===== src/rtl/simon_pkg.sv =====
// Shared SIMON32/64 key-schedule types, constants and rotate helpers.
package simon_pkg;

    localparam int unsigned KEY_W   = 16;
    localparam int unsigned N_WORDS = 4;
    localparam int unsigned IDX_W   = 5;
    localparam int unsigned Z_LEN   = 62;

    typedef logic [KEY_W-1:0] key_word_t;
    typedef logic [N_WORDS-1:0][KEY_W-1:0] window_t;

    localparam key_word_t C = 16'hFFFC;

    // z0 written as published, element 0 leftmost; one period is 31 bits
    localparam logic [Z_LEN-1:0] Z0_SEQ = {2{31'b1111101000100101011000011100110}};

    function automatic logic [Z_LEN-1:0] rev_z(input logic [Z_LEN-1:0] x);
        logic [Z_LEN-1:0] r;
        for (int i = 0; i < int'(Z_LEN); i++) begin
            r[i] = x[Z_LEN-1-i];
        end
        return r;
    endfunction

    // Bit i holds sequence element i
    localparam logic [Z_LEN-1:0] Z0 = rev_z(Z0_SEQ);

    function automatic key_word_t ror1(input key_word_t x);
        return {x[0], x[KEY_W-1:1]};
    endfunction

    function automatic key_word_t ror3(input key_word_t x);
        return {x[2:0], x[KEY_W-1:3]};
    endfunction

endpackage


===== src/rtl/key_step_inv.sv =====
// One inverse key-schedule step: recovers k[i] from k[i+4], k[i+3], k[i+1] and z0[i].
module key_step_inv
    import simon_pkg::*;
(
    input  key_word_t k_i4,
    input  key_word_t k_i3,
    input  key_word_t k_i1,
    input  logic      z_bit,
    output key_word_t k_i
);

    key_word_t t;

    assign t   = ror3(k_i3) ^ k_i1;
    assign k_i = k_i4 ^ C ^ {{(KEY_W-1){1'b0}}, z_bit} ^ t ^ ror1(t);

endmodule


===== src/rtl/key_schedule_reverse.sv =====
// Streams SIMON32/64 round keys k31..k0, regenerating each older key from a 4-word window.
module key_schedule_reverse
    import simon_pkg::*;
#(
    parameter int unsigned N_ROUNDS = 32
)
(
    input  logic             clk,
    input  logic             rst_n,
    input  logic             start,
    input  logic [63:0]      last_keys,
    output logic             busy,
    output logic             key_valid,
    input  logic             key_ready,
    output logic [15:0]      round_key,
    output logic [4:0]       round_idx,
    output logic             done
);

    typedef enum logic {S_IDLE, S_RUN} state_t;

    state_t           state, state_d;
    window_t          window, window_d;
    logic [IDX_W-1:0] idx_q, idx_d;
    logic             busy_d, done_d;
    logic [5:0]       z_idx_c;
    logic             z_bit_c;
    logic             has_older_c;
    key_word_t        key_new_c, key_in_c;

    // Window order: [3]=k[j], [2]=k[j-1], [1]=k[j-2], [0]=k[j-3]
    assign has_older_c = (idx_q >= IDX_W'(N_WORDS));
    assign z_idx_c     = 6'(idx_q) - 6'(N_WORDS);
    assign z_bit_c     = has_older_c ? Z0[z_idx_c] : 1'b0;

    key_step_inv u_step (
        .k_i4  (window[3]),
        .k_i3  (window[2]),
        .k_i1  (window[0]),
        .z_bit (z_bit_c),
        .k_i   (key_new_c)
    );

    // Keys below k0 are never presented, so shift in zeros
    assign key_in_c = has_older_c ? key_new_c : '0;

    always_ff @(posedge clk or negedge rst_n) begin
        if (!rst_n) begin
            state <= S_IDLE;
        end else begin
            state <= state_d;
        end
    end

    always_comb begin
        state_d  = state;
        window_d = window;
        idx_d    = idx_q;
        done_d   = 1'b0;
        case (state)
            S_IDLE: begin
                if (start) begin
                    state_d  = S_RUN;
                    window_d = last_keys;
                    idx_d    = IDX_W'(N_ROUNDS - 1);
                end
            end
            S_RUN: begin
                if (key_ready) begin
                    window_d = {window[N_WORDS-2:0], key_in_c};
                    if (idx_q == '0) begin
                        state_d = S_IDLE;
                        done_d  = 1'b1;
                    end else begin
                        idx_d = idx_q - IDX_W'(1);
                    end
                end
            end
            default: state_d = S_IDLE;
        endcase
        busy_d = (state_d == S_RUN);
    end

    always_ff @(posedge clk or negedge rst_n) begin
        if (!rst_n) begin
            window    <= '0;
            idx_q     <= '0;
            busy      <= 1'b0;
            key_valid <= 1'b0;
            done      <= 1'b0;
        end else begin
            window    <= window_d;
            idx_q     <= idx_d;
            busy      <= busy_d;
            key_valid <= busy_d;
            done      <= done_d;
        end
    end

    assign round_key = window[N_WORDS-1];
    assign round_idx = idx_q;

endmodule


===== config.mk =====
export PLATFORM = sky130hd
export DESIGN_NAME = key_schedule_reverse
export DESIGN_NICKNAME = d
export VERILOG_FILES = /design/src/rtl/simon_pkg.sv /design/src/rtl/key_step_inv.sv /design/src/rtl/key_schedule_reverse.sv
export SDC_FILE = /design/constraint.sdc
export NUM_CORES = 1
export LEC_CHECK = 0
export CAP_MARGIN = 25
export CORE_UTILIZATION = 51
export CTS_CLUSTER_DIAMETER = 60
export DETAILED_ROUTE_END_ITERATION = 12
export PLACE_DENSITY = 0.86
export REMOVE_ABC_BUFFERS = 1
export SYNTH_ARGS = -nofsm -noshare
export SYNTH_HDL_FRONTEND = slang
export SYNTH_SLANG_ARGS = --single-unit

===== constraint.sdc =====
create_clock -name clk -period 2.78 [get_ports clk]
set_clock_uncertainty 0.15 [all_clocks]
set_input_delay 0.556 -clock clk [delete_from_list [all_inputs] [get_ports clk]]
set_output_delay 0.556 -clock clk [all_outputs]
set_load 0.005 [all_outputs]

==> results.py, run 1 <==
metrics = {
    "critical_path": {
        "regToRegSetupSlack_ns": 0.32,
        "r2r-start": "round_idx[2]$_DFFE_PN0P_",
        "critPathBufInv": 1,
        "crit_path_top_delay_cell": "dfrtp_1",
        "r2r_cells": 9,
        "r2r_end": "window[0]$_DFFE_PN0P_",
        "startpoint_type": "flop",
        "critPathCaptureType": "flop",
        "crit_required_ns": 2.85,
        "crit_chain": "inv_2, ha_1, ha_1, mux2_2, nand2_1, o21ai_0, a32oi_2, xor2_1, a21oi_1",
        "slowest_delay_ns": 0.51,
        "critPathMaxFanout": 9,
        "endpoint": "window[0]$_DFFE_PN0P_",
        "critical_path_depth": 9,
        "cpMostUsedCell": "ha_1",
        "worstPathArrival_ns": 2.53,
        "crit_start": "round_idx[2]$_DFFE_PN0P_",
        "crit_family": "adder cells",
        "criticalPathCategory": "flop to flop",
    },
    "power_and_ir_drop": {
        "p_per_area_nw_per_um2": 1070,
        "peakVddDrop_v": 0.000636,
        "leakagePower_nw": 2.47,
    },
    "sta": {
        "worst_pin_slew_ns": 0.580,
        "max_freq_ghz": 0.407,
        "hold_ws_ns": 0.0719,
        "post-route-period-util": 0.883,
        "grt_setup_unrepaired": "false",
        "setup_tns_ns": 0,
        "final_hold_viol_count": 0,
        "finalMaxSlewViolations": 0,
        "fin_crit_ns": 2.46,
        "setup_viol": 0,
        "slew_headroom": 0.604,
    },
    "clocking": {
        "ctsHoldBuffers": 0,
        "clk_pin_slew_worst_paths_ns": 0.07,
        "cts.path.max_buffers": 2,
        "clockRootBuffer": "clkbuf_8",
        "cts.sinks": 71,
        "tritoncts": "done",
        "htree_num_levels": 3,
        "post_cts_resized": 0,
        "post_cts_buffers": 0,
        "clock_latency_ns": 0.34,
        "cts_buffers": 9,
    },
    "floorplanning": {
        "io_pins": 92,
        "die_area_um2": 8350,
        "fp-row-count": 32,
        "fp.coreArea_um2": 7730,
        "die_h_um": 91.4,
        "initial_core_util": 0.527,
        "die_w_um": 91.4,
    },
    "routing": {
        "drcViolationCount": 0,
        "drtIter0Drc": 195,
        "vias": 3124,
        "antenna_left": 0,
        "first_pass_iters": 4,
        "wl_um": 8680,
        "detail_route.wl_per_cell_um": 14.5,
        "via_per_inst": 5.21,
    },
    "synthesis": {
        "synthArstFlopShare": 1.00,
        "synth_cell_types": 31,
        "synth-seq-cells": 71,
        "yosysSeqAreaShare": 0.436,
        "synthCells": 428,
        "synth_edf_count": 0,
        "syn-mean-instance-area_um2": 9.52,
        "syn_area_um2": 4070,
        "ys.warnings.count": 0,
        "synth_top_flop_cell": "dfrtp_1",
    },
    "layout": {
        "stdcell_count": 600,
        "fill_cells": 607,
        "layout.nets": 573,
        "seq_area_um2": 1780,
        "multi_input_area_um2": 2050,
        "n_antenna_cell": 0,
        "fin_area_um2": 5140,
        "final_core_util": 0.665,
        "layout_commonest_cell": "clkdlybuf4s50_1",
        "synthToLayoutAreaGrowth_pct": 26.3,
        "final_cell_mix": "clkdlybuf4s50_1 (90), nand2_1 (75), dfrtp_1 (70), o21ai_0 (66), mux2i_1 (48)",
        "drive_above_1_share": 0.0562,
    },
    "place": {
        "portBuffers": 91,
        "gp_congestion": 0.883,
        "place_area_um2": 4960,
        "placed_cells": 585,
        "dp_hpwl_um": 6020,
    },
    "hold_path": {
        "min_path_type": "input port to asynchronous set/reset pin",
    },
    "global_route": {
        "grt.total_usage": 0.221,
        "grt_max_degree": 81,
        "antenna_found_initial": 0,
        "grt_pass1_vias": 3043,
        "grt_pass1_wl_um": 14600,
        "overflow": 0,
    },
    "outcome": {
        "status": "completed",
    },
    "flow_run": {
        "cap_violations": 0,
    },
}
-- metrics by stage --
stage	setup WS, ns	total power, mW
after detailed placement	0.398	4.70
after CTS	0.361	5.51
final	0.325	5.49
after global placement	0.488	4.57
after global routing	0.207	5.95
after floorplan	-2.44	3.93
-- kinds of logic after synthesis --
group	after synthesis	synth area share
adder cells (fa/ha/maj)	11	0.0338
XOR/XNOR	52	0.112
buffers and inverters	48	0.0614
multiplexers	51	0.129
flip-flops	71	0.436
AND/OR/NAND/NOR	103	0.108
AO/OA/AOI/OAI	92	0.120
-- where the power goes --
| group | switching, mW | internal, mW | leakage, nW |
|---|---|---|---|
| logic | 1.27 | 1.61 | 1.50 |
| registers | 0.384 | 1.44 | 0.884 |
| clock network | 0.378 | 0.407 | 0.0892 |
-- worst min-delay path by stage --
stage          slack [ns]                    from                        to  depth (start not counted)
2_1_floorplan        0.11                   rst_n            done$_DFF_PN0_                          0
3_3_place_gp         0.31  window[16]$_DFFE_PN0P_    window[16]$_DFFE_PN0P_                          2
3_5_place_dp         0.32  window[18]$_DFFE_PN0P_    window[18]$_DFFE_PN0P_                          2
6_report             0.07                   rst_n  round_idx[0]$_DFFE_PN0P_                          2
5_1_grt              0.09                   rst_n            done$_DFF_PN0_                          2
4_1_cts              0.10                   rst_n    window[32]$_DFFE_PN0P_                          2
-- area by class of cell --
type | count | area share
clock buffer | 11 | 0.0255
tap | 102 | 0.0248
multi-input combinational | 309 | 0.398
clock inverter | 4 | 0.00925
sequential | 71 | 0.346
timing repair buffer | 96 | 0.191
inverter | 7 | 0.00511
-- cell usage after synthesis (all sizes together), types with 2 or more instances --
library cell / n / area [um^2]
xor2: 13 / 114
o21ai: 66 / 330
ha: 11 / 138
nand2: 75 / 282
a21oi: 19 / 95.1
xnor2: 39 / 342
and3: 16 / 101
nand3: 2 / 10.0
buf: 24 / 160
dfrtp: 71 / 1780
nor2: 6 / 22.5
mux2: 2 / 22.5
a32oi: 2 / 25.0
inv: 7 / 26.3
mux2i: 48 / 480
clkbuf: 17 / 63.8
-- sequential cells by signal, indices dropped and copies added, names as in the netlist --
name,flops
done,1
window,48
round_idx,5
key_valid,1
round_key,16
-- layer usage --
layer | vias up | GRT usage | part of all wire
met5 | - | 0 | 0
met4 | 0 | 0.0569 | 0.013
met3 | 16 | 0.0427 | 0.050
met2 | 90 | 0.347 | 0.47
met1 | 1451 | 0.314 | 0.47
li1 | 1567 | - | -
(Power assumes the default switching activity.)
==> run 2: changes to the inputs <==
PLACE_DENSITY = 0.85   (was 0.86)
REMOVE_ABC_BUFFERS = not set   (was 1)
==> results.py, run 2 (same netlist as run 1, synthesis figures left out) <==
metrics = {
    "outcome": {
        "status": "completed",
    },
    "layout": {
        "drive_above_1_share": 0.0621,
        "layout.nets": 573,
        "final_cell_mix": "clkdlybuf4s50_1 (90), nand2_1 (75), dfrtp_1 (70), o21ai_0 (66), mux2i_1 (48)",
        "synthToLayoutAreaGrowth_pct": 27.9,
        "layout_commonest_cell": "clkdlybuf4s50_1",
        "largest_reg_flops": 48,
        "largest-register": "window",
        "n_antenna_cell": 0,
        "final_core_util": 0.674,
    },
    "critical_path": {
        "criticalPathCategory": "flop to flop",
        "worstPathArrival_ns": 2.49,
        "crit_start": "round_idx[2]$_DFFE_PN0P_",
        "r2r-start": "round_idx[2]$_DFFE_PN0P_",
        "r2r_end": "window[0]$_DFFE_PN0P_",
        "crit_required_ns": 2.86,
        "critPathMaxFanout": 9,
        "regToRegSetupSlack_ns": 0.37,
        "endpoint": "window[0]$_DFFE_PN0P_",
        "startpoint_type": "flop",
        "r2r_cells": 9,
        "critPathCaptureType": "flop",
    },
    "clocking": {
        "htree_num_levels": 3,
        "tritoncts": "done",
        "clk_pin_slew_worst_paths_ns": 0.08,
        "cts.sinks": 71,
        "cts.path.max_buffers": 2,
        "post_cts_resized": 0,
        "cts_buffers": 9,
        "clock_latency_ns": 0.34,
        "ctsHoldBuffers": 0,
        "clockRootBuffer": "clkbuf_8",
        "post_cts_buffers": 0,
    },
    "place": {
        "dp_hpwl_um": 6640,
        "gp_congestion": 0.856,
        "portBuffers": 91,
    },
    "sta": {
        "slew_headroom": 0.552,
        "setup_viol": 0,
        "worst_pin_slew_ns": 0.672,
        "max_freq_ghz": 0.415,
        "post-route-period-util": 0.866,
        "setup_tns_ns": 0,
        "finalMaxSlewViolations": 0,
        "fin_crit_ns": 2.41,
        "grt_setup_unrepaired": "false",
        "final_hold_viol_count": 0,
    },
    "floorplanning": {
        "fp-row-count": 32,
        "io_pins": 92,
        "fp.coreArea_um2": 7730,
        "die_w_um": 91.4,
        "initial_core_util": 0.527,
        "die_area_um2": 8350,
        "die_h_um": 91.4,
    },
    "synthesis": {
        "synth_fp_nets": 507,
    },
    "routing": {
        "wl_met2_um": 4610,
        "vias": 3242,
        "maxUsedRoutingLayer": "met4",
        "antenna_left": 0,
        "via_per_inst": 5.39,
        "wl_met1_um": 3960,
        "drcViolationCount": 0,
        "wl_met3_um": 492,
        "drtIter0Drc": 169,
        "first_pass_iters": 4,
        "detail_route.wl_per_cell_um": 15.4,
        "wl_um": 9280,
    },
    "global_route": {
        "antenna_found_initial": 0,
        "overflow": 0,
        "grt.total_usage": 0.235,
        "grt_pass1_vias": 3157,
        "grt_max_degree": 56,
        "grt_pass1_wl_um": 15100,
    },
    "power_and_ir_drop": {
        "leakagePower_nw": 2.50,
        "p_clk_frac": 0.172,
        "p_seq_frac": 0.319,
        "pwr-share-comb": 0.509,
        "p_switching_mw": 2.12,
        "peakVddDrop_v": 0.000491,
        "swShare": 0.367,
        "intPower_mw": 3.66,
        "p_per_area_nw_per_um2": 1110,
    },
    "hold_path": {
        "min_path_type": "input port to asynchronous set/reset pin",
    },
    "flow_run": {
        "cap_violations": 0,
    },
}
## run 2: cell types whose count changed in the layout (fill, tap and decap cells not counted), sizes merged
cell,change
bufinv,+2
clkbuf,-1
## run 2: cell type report
cell class                 count  area, um^2
clock inverter                 6         108
clock buffer                  10         138
multi-input combinational    309        2050
fill                         587        2520
tap                          102         128
inverter                       7        26.3
timing repair buffer          96         981
sequential                    71        1780
## run 2: how the worst min path moves through the flow
stage                                      start  cells after the start                      to
after floorplan                            rst_n                      0          done$_DFF_PN0_
after global placement    window[16]$_DFFE_PN0P_                      2  window[16]$_DFFE_PN0P_
after detailed placement  window[16]$_DFFE_PN0P_                      2  window[16]$_DFFE_PN0P_
after CTS                                  rst_n                      1  window[34]$_DFFE_PN0P_
after global routing                       rst_n                      1  window[34]$_DFFE_PN0P_
final                                      rst_n                      1  window[34]$_DFFE_PN0P_
## run 2: power groups by stage
stage | sequential, mW | clock (mW) | combinational, mW
floorplan | 1.74 | 0 | 2.30
global placement | 1.84 | 0 | 2.78
detailed placement | 1.86 | 0 | 2.92
CTS | 1.84 | 1.02 | 2.95
global route | 1.90 | 1.06 | 3.28
finish | 1.85 | 0.998 | 2.94
## run 2: per-layer routing
layer	global-route usage	vias to the layer above
met2	0.379	101
li1	-	1566
met3	0.0360	19
met4	0.104	0
met5	0	-
met1	0.312	1556
## run 2: critical path, stage by stage (launching register included)
cell and delay [ns]:
dfrtp_1 0.50, inv_2 0.13, ha_1 0.27, ha_1 0.35, mux2_2 0.34, nand2_1 0.07
o21ai_0 0.09, a32oi_2 0.17, xor2_1 0.16, a21oi_1 0.08
## run 2: metrics by stage
| step | hold slack [ns] | area, um^2 | worst slack (ns) | instances | power, mW |
|---|---|---|---|---|---|
| after global placement | 0.311 | 4960 | 0.474 | 585 | 4.62 |
| after CTS | 0.0517 | 5210 | 0.366 | 601 | 5.81 |
| final | 0.0436 | 5210 | 0.372 | 601 | 5.79 |
| after floorplan | 0.110 | 4070 | 0.554 | 428 | 4.04 |
| after global routing | 0.0825 | 5210 | 0.217 | 601 | 6.24 |
| after detailed placement | 0.320 | 4960 | 0.381 | 585 | 4.78 |
